==> src/rtl/crossing_decision.sv <==
// Debounces per-frame zebra-crossing verdicts into a stop command using a
// sliding vote window, on/off hysteresis, a hold-off period and an input-stale timeout.
module crossing_decision #(
  parameter int IMG_WIDTH      = 320,
  parameter int IMG_HEIGHT     = 240,
  parameter int WINDOW         = 8,
  parameter int ON_VOTES       = 6,
  parameter int OFF_VOTES      = 2,
  parameter int HOLD_FRAMES    = 30,
  parameter int WHITE_MIN      = 2000,
  parameter int WHITE_MAX      = 40000,
  parameter int TIMEOUT_CYCLES = 1680000
) (
  input  logic                                  clk,
  input  logic                                  rst,
  input  logic                                  det_valid,
  input  logic                                  det_crossing,
  input  logic [$clog2(IMG_WIDTH*IMG_HEIGHT)-1:0] white_count,
  input  logic                                  clear,
  output logic                                  stop,
  output logic                                  stop_valid,
  output logic [3:0]                            vote_count,
  output logic [2:0]                            state,
  output logic                                  stale
);

  localparam int CW = $clog2(IMG_WIDTH*IMG_HEIGHT);
  localparam int HW = (HOLD_FRAMES > 1) ? $clog2(HOLD_FRAMES) : 1;
  localparam int TW = (TIMEOUT_CYCLES > 1) ? $clog2(TIMEOUT_CYCLES) : 1;

  localparam logic [3:0]    WIN_V     = 4'(WINDOW);
  localparam logic [3:0]    ON_V      = 4'(ON_VOTES);
  localparam logic [3:0]    OFF_V     = 4'(OFF_VOTES);
  localparam logic [31:0]   WMIN      = 32'(WHITE_MIN);
  localparam logic [31:0]   WMAX      = 32'(WHITE_MAX);
  localparam logic [HW-1:0] HOLD_LOAD = HW'(HOLD_FRAMES - 1);
  localparam logic [TW-1:0] TO_LAST   = TW'(TIMEOUT_CYCLES - 1);

  if (WINDOW < 2 || WINDOW > 15) begin : g_chk_window
    $error("crossing_decision: WINDOW must lie in 2..15");
  end
  if (!(OFF_VOTES < ON_VOTES && ON_VOTES <= WINDOW)) begin : g_chk_votes
    $error("crossing_decision: need OFF_VOTES < ON_VOTES <= WINDOW");
  end
  if (HOLD_FRAMES < 1 || TIMEOUT_CYCLES < 1) begin : g_chk_counts
    $error("crossing_decision: HOLD_FRAMES and TIMEOUT_CYCLES must be >= 1");
  end

  typedef enum logic [2:0] {
    FILL  = 3'd0,
    CLEAR = 3'd1,
    STOP  = 3'd2,
    HOLD  = 3'd3
  } state_t;

  function automatic logic [3:0] sat_inc(input logic [3:0] v);
    return (v >= WIN_V) ? WIN_V : v + 4'd1;
  endfunction

  state_t            state_q, state_d;
  logic [WINDOW-1:0] hist_q, hist_d;
  logic [3:0]        votes_q, votes_d;
  logic [3:0]        fill_q, fill_d;
  logic [HW-1:0]     hold_q, hold_d;
  logic [TW-1:0]     to_q, to_d;
  logic              stop_q, stop_d;
  logic              sv_q, sv_d;
  logic              stale_q, stale_d;

  logic [31:0] wc_ext;
  logic        sample;
  logic        drop;
  logic        expire;
  logic [3:0]  votes_upd;
  logic [3:0]  fill_upd;

  assign wc_ext    = {{(32-CW){1'b0}}, white_count};
  assign sample    = det_crossing && (wc_ext >= WMIN) && (wc_ext <= WMAX);
  assign drop      = hist_q[WINDOW-1];
  assign votes_upd = votes_q + {3'b000, sample} - {3'b000, drop};
  assign fill_upd  = sat_inc(fill_q);
  // A verdict arriving in the expiry cycle keeps the input alive.
  assign expire    = !det_valid && (to_q == TO_LAST);

  always_comb begin
    state_d = state_q;
    hist_d  = hist_q;
    votes_d = votes_q;
    fill_d  = fill_q;
    hold_d  = hold_q;
    to_d    = to_q + TW'(1);
    stale_d = stale_q;
    sv_d    = 1'b0;

    if (clear) begin
      state_d = FILL;
      hist_d  = '0;
      votes_d = '0;
      fill_d  = '0;
      hold_d  = '0;
      to_d    = '0;
      stale_d = 1'b0;
    end else if (det_valid) begin
      hist_d  = {hist_q[WINDOW-2:0], sample};
      votes_d = votes_upd;
      fill_d  = fill_upd;
      to_d    = '0;
      stale_d = 1'b0;
      case (state_q)
        FILL: begin
          if (fill_upd == WIN_V) begin
            state_d = (votes_upd >= ON_V) ? STOP : CLEAR;
          end
        end
        CLEAR: begin
          if (votes_upd >= ON_V) begin
            state_d = STOP;
          end
        end
        STOP: begin
          if (votes_upd <= OFF_V) begin
            state_d = HOLD;
            hold_d  = HOLD_LOAD;
          end
        end
        HOLD: begin
          if (votes_upd >= ON_V) begin
            state_d = STOP;
          end else if (hold_q == '0) begin
            state_d = CLEAR;
          end else begin
            hold_d = hold_q - HW'(1);
          end
        end
        default: state_d = FILL;
      endcase
      sv_d = (state_d != FILL);
    end else if (expire) begin
      state_d = FILL;
      hist_d  = '0;
      votes_d = '0;
      fill_d  = '0;
      hold_d  = '0;
      to_d    = '0;
      stale_d = 1'b1;
    end

    stop_d = (state_d == STOP) || (state_d == HOLD);
  end

  always_ff @(posedge clk) begin
    if (rst) begin
      state_q <= FILL;
      hist_q  <= '0;
      votes_q <= '0;
      fill_q  <= '0;
      hold_q  <= '0;
      to_q    <= '0;
      stop_q  <= 1'b0;
      sv_q    <= 1'b0;
      stale_q <= 1'b0;
    end else begin
      state_q <= state_d;
      hist_q  <= hist_d;
      votes_q <= votes_d;
      fill_q  <= fill_d;
      hold_q  <= hold_d;
      to_q    <= to_d;
      stop_q  <= stop_d;
      sv_q    <= sv_d;
      stale_q <= stale_d;
    end
  end

  assign stop       = stop_q;
  assign stop_valid = sv_q;
  assign vote_count = votes_q;
  assign state      = state_q;
  assign stale      = stale_q;

endmodule

==> config.mk <==
export PLATFORM = sky130hd
export DESIGN_NAME = crossing_decision
export DESIGN_NICKNAME = d
export VERILOG_FILES = /design/src/rtl/crossing_decision.sv
export SDC_FILE = /design/constraint.sdc
export NUM_CORES = 1
export LEC_CHECK = 0
export ABC_AREA = 0
export BUFFER_PORTS_ARGS = -buffer_cell sky130_fd_sc_hd__buf_2
export CORE_UTILIZATION = 53
export CTS_BUF_LIST = sky130_fd_sc_hd__clkbuf_16
export DETAILED_ROUTE_END_ITERATION = 8
export PLACE_DENSITY = 0.78
export SETUP_SLACK_MARGIN = 0.1
export SYNTH_ARGS = -nofsm -noshare
export SYNTH_HDL_FRONTEND = slang
export SYNTH_SLANG_ARGS = --single-unit
==> constraint.sdc <==
create_clock -name clk -period 7.3 [get_ports clk]
set_input_delay 0.365 -clock clk [delete_from_list [all_inputs] [get_ports clk]]
set_output_delay 0.365 -clock clk [all_outputs]
set_load 0.02 [all_outputs]
==> implementation parameters <==
Parameter                              Value

Outcome
  Run status ... completed

Floorplanning
  Die footprint ... ~4700 um^2
  Number of placed I/O pins ... 32
  Placeable core region ... ~4000 um^2
  Chip width ... between 60 and 70 um
  Num rows ... 23
  Initial cell density of the core ... 0.5676
  Die extent in y ... 68.39 um

Timing
  Final critical delay including setup and external delays ... around 4 ns
  Highest attainable clock frequency ... 0.2515 GHz
  Crit share post-route ... 0.5446
  Worst clock skew ... roughly 0.0094 ns
  Relative slew slack ... 0.4293
  # setup viols final ... 0
  RSZ-0062 raised after global routing ... no
  Setup TNS after final layout ... 0 ns
  Final Hold Vio Count ... 0
  Worst-margin pin slew ... approximately 0.86 ns
  Setup WS post-layout ... around 3.3 ns
  Final max-slew violation count ... 0

Clocking
  Clock latency of the later-clocked register in the worst-skew pair ... 0.29 ns
  Master cell of the clock root buffer ... sky130_fd_sc_hd__clkbuf_16
  Clock buffer depth ... 2
  Register clock-pin slew on the reported worst setup and hold paths ... approximately 0.060 ns
  Post-CTS setup buffer count ... 0
  Clock tree from TritonCTS ... done
  Hold-fix buffer count after cts ... 0
  Level count of the clock H-tree ... 2
  Number of buffers created by CTS ... 5
  # resized after CTS ... 0
  Number of sinks driven by the clock tree ... 48

Worst setup path
  Reg2Reg Setup Slack ... ~4.4 ns
  FF-to-FF path depth ... 9
  Setup crit end ... hold_q[3]
  Worst setup path start ... white_count[2]
  Required time worst endpoint ... between 7 and 8 ns
  Worst Setup End Kind ... flip-flop
  Worst Setup Start Kind ... input port
  Reg-to-reg startpoint ... hist_q[7]
  Data arrival at the endpoint of the critical path ... about 4.2 ns
  Largest fanout on the critical path ... 5
  Type of the setup path with the least slack ... in2reg
  Capture instance of the worst register-to-register path ... hold_q[3]

Logic synthesis
  Share of Yosys cell area claimed by the top area cell type ... 0.4114
  Biggest area contributors in the synthesized netlist ... sky130_fd_sc_hd__dfxtp_1 41%, sky130_fd_sc_hd__nor2_1 5.8%, sky130_fd_sc_hd__xnor2_1 4.9%, sky130_fd_sc_hd__ha_1 4.3%, sky130_fd_sc_hd__xor2_1 3.4%
  Sequential-to-total area share from yosys stat ... 0.4114
  YS warnings ... 0
  Most common flop cell mapped by yosys ... sky130_fd_sc_hd__dfxtp_1
  Cells after Synth ... approximately 260
  Yosys reg bits ... 48
  Synth unique cells ... 49
  Share of synthesized flip-flops with an asynchronous set or reset ... 0
  Total nets after synthesis ... between 200 and 300
  Post-synthesis instance area ... ~2300 um^2
  Number of synthesized flops with an enable pin ... 0
  Average cell area after synthesis ... 8.882 um^2
  Biggest area consumer among synthesized cells ... sky130_fd_sc_hd__dfxtp_1

Global route
  Maximum number of pins on one net before global-route repair ... 24
  Total global routing track utilization ... 0.1986
  Number of antenna violations at the first check in global routing ... 0
  Gr ovfl total ... 0
  Global-route wire length before repair ... ~6.9 mm
  Number of global-route vias before repair ... 1615

Routing
  Average wire per standard cell ... 12.12 um
  Routed via count ... between 1500 and 2000
  Per-cell via count in the routed design ... approximately 5.5
  Post-route antenna net violation count ... 0
  Drt total wl ... 4.182 mm
  Number of iterations in the first detailed-routing pass ... 4
  First DRT Iteration DRCs ... around 120
  DRC violations left ... 0

Min path
  Class of the most critical hold timing path ... in2reg
  Number of stages on the worst hold path ... 2

Layout
  Number of fill cells ... around 350
  Finished layout cell area ... between 2000 and 3000 um^2
  Layout area overhead ... 13.71%
  Share of post-route cells with drive strength above 1 ... 0.1661
  Final Net Count ... between 300 and 400
  Antenna cell count ... 0

Pwr
  Lkg Pwr ... a little under 0.001 uW
  Peak ir drop on the vdd network ... about 140 uV
  Pwr per Cell Area ... around 190 nW/um^2
  Power after layout ... approximately 500 uW

Placed design
  Port-buffer cells ... 31
  GPL Wtd Cong ... around 0.84
  Post-detail-place hpwl ... ~3.1 mm
  Pre-CTS setup slack ... between 3 and 4 ns
  Placed instance area ... 2516 um^2

Flow run
  Maximum capacitance violations ... 0
logic make-up (layout without fill, tap and decap cells):
| group | Yosys count | after routing | synth area share |
|---|---|---|---|
| AOI/OAI and AO/OA | 46 | 46 | 0.1532 |
| xor gates and xnor gates | 22 | 22 | 0.08249 |
| adders and majority gates | 9 | 9 | 0.05142 |
| buffers and inverters | 23 | 55 | 0.04338 |
| DFF | 48 | 48 | 0.4114 |
| and+or+nand+nor | 115 | 115 | 0.2582 |
power by group:
part	switching [uW]	internal, uW
sequential	0.807	263
combinational	11.4	8.49
clock	94.5	124
total	107	396
cells in the final DEF, fill, tap and decap left out, drive strengths merged, types with 2 or more instances in the layout:
master,instances
nor4,4
nand3,13
and4,3
nor2,36
o21ai,8
nor3,13
a22o,10
o22ai,5
nand2,18
o31a,2
buf,32
nor2b,4
dfxtp,48
or4,4
and2,3
clkbuf,5
nand4,6
a221o,3
xnor2,13
and3,4
nand3b,2
a21oi,9
inv,16
ha,8
xor2,9
sequential cells by signal, indices dropped and copies added, names as in the netlist:
name,cells
to_q,21
state,3
stale,1
hold_q,5
vote_count,4
fill_q,4
stop_valid,1
stop,1
hist_q,8
per-layer routing:
layer | share of wire | routed length (um) | up-vias | track usage
li1 | - | - | 996 | -
met1 | 0.53 | 2207 | 871 | 0.2660
met2 | 0.42 | 1765 | 30 | 0.2917
met3 | 0.034 | 143 | 7 | 0.05500
met4 | 0.016 | 66 | 0 | 0.09375
met5 | 0 | 0 | - | 0
layout make-up:
type                       instances  area, um^2  area share
sequential                        48       960.9      0.3618
inverter                          15       56.30     0.02120
clock buffer                       5       125.1     0.04710
tap                               50       62.56     0.02355
multi-input combinational        192        1274      0.4795
timing repair buffer              32       162.7     0.06123
clock inverter                     3       15.01    0.005652
synth_stat cells (2+ instances only):
cell / instances
sky130_fd_sc_hd__and4_1: 2
sky130_fd_sc_hd__or4_1: 3
sky130_fd_sc_hd__and2_1: 3
sky130_fd_sc_hd__nor4_1: 3
sky130_fd_sc_hd__nand2_1: 18
sky130_fd_sc_hd__nor2_1: 36
sky130_fd_sc_hd__inv_1: 15
sky130_fd_sc_hd__o31a_1: 2
sky130_fd_sc_hd__a22o_2: 2
sky130_fd_sc_hd__ha_1: 8
sky130_fd_sc_hd__xor2_1: 9
sky130_fd_sc_hd__buf_2: 3
sky130_fd_sc_hd__o21ai_1: 2
sky130_fd_sc_hd__nor2b_1: 4
sky130_fd_sc_hd__and3_1: 3
sky130_fd_sc_hd__nand3_1: 12
sky130_fd_sc_hd__nand4_1: 6
sky130_fd_sc_hd__clkbuf_1: 3
sky130_fd_sc_hd__a221o_1: 3
sky130_fd_sc_hd__xnor2_1: 13
sky130_fd_sc_hd__nor3_1: 13
sky130_fd_sc_hd__a21oi_1: 9
sky130_fd_sc_hd__o22ai_1: 5
sky130_fd_sc_hd__a22o_1: 8
sky130_fd_sc_hd__dfxtp_1: 48
sky130_fd_sc_hd__nand3b_1: 2
sky130_fd_sc_hd__o21ai_0: 6
through the flow:
stage | std cells | util | hold slack [ns]
5_1_grt | 345 | 0.6455 | 0.3553
3_5_place_dp | 337 | 0.6114 | 0.4381
6_report | 345 | 0.6455 | 0.3440
4_1_cts | 345 | 0.6455 | 0.3397
3_3_place_gp | 337 | 0.6114 | 0.4274
2_1_floorplan | 263 | - | 0.4132
worst min path at each step:
stage              start        end  slack (ns)
2_1_floorplan    to_q[0]    to_q[0]        0.41
3_3_place_gp     to_q[0]    to_q[0]        0.43
3_5_place_dp     to_q[0]    to_q[0]        0.44
4_1_cts              rst  fill_q[3]        0.34
5_1_grt              rst  fill_q[3]        0.36
6_report       det_valid      stale        0.34
critical path, stage by stage:
cell and delay [ns]:
sky130_fd_sc_hd__buf_2 0.09, sky130_fd_sc_hd__or4_1 0.51, sky130_fd_sc_hd__o31ai_1 0.20, sky130_fd_sc_hd__a21oi_1 0.09
sky130_fd_sc_hd__o31a_1 0.25, sky130_fd_sc_hd__nand3b_1 0.16, sky130_fd_sc_hd__ha_1 0.29, sky130_fd_sc_hd__inv_1 0.04
sky130_fd_sc_hd__ha_1 0.20, sky130_fd_sc_hd__fa_1 0.38, sky130_fd_sc_hd__xnor2_1 0.30, sky130_fd_sc_hd__o22ai_1 0.15
sky130_fd_sc_hd__or3_2 0.43, sky130_fd_sc_hd__o311a_4 0.34, sky130_fd_sc_hd__a221o_1 0.35
Power figures use the tool's default switching activity.
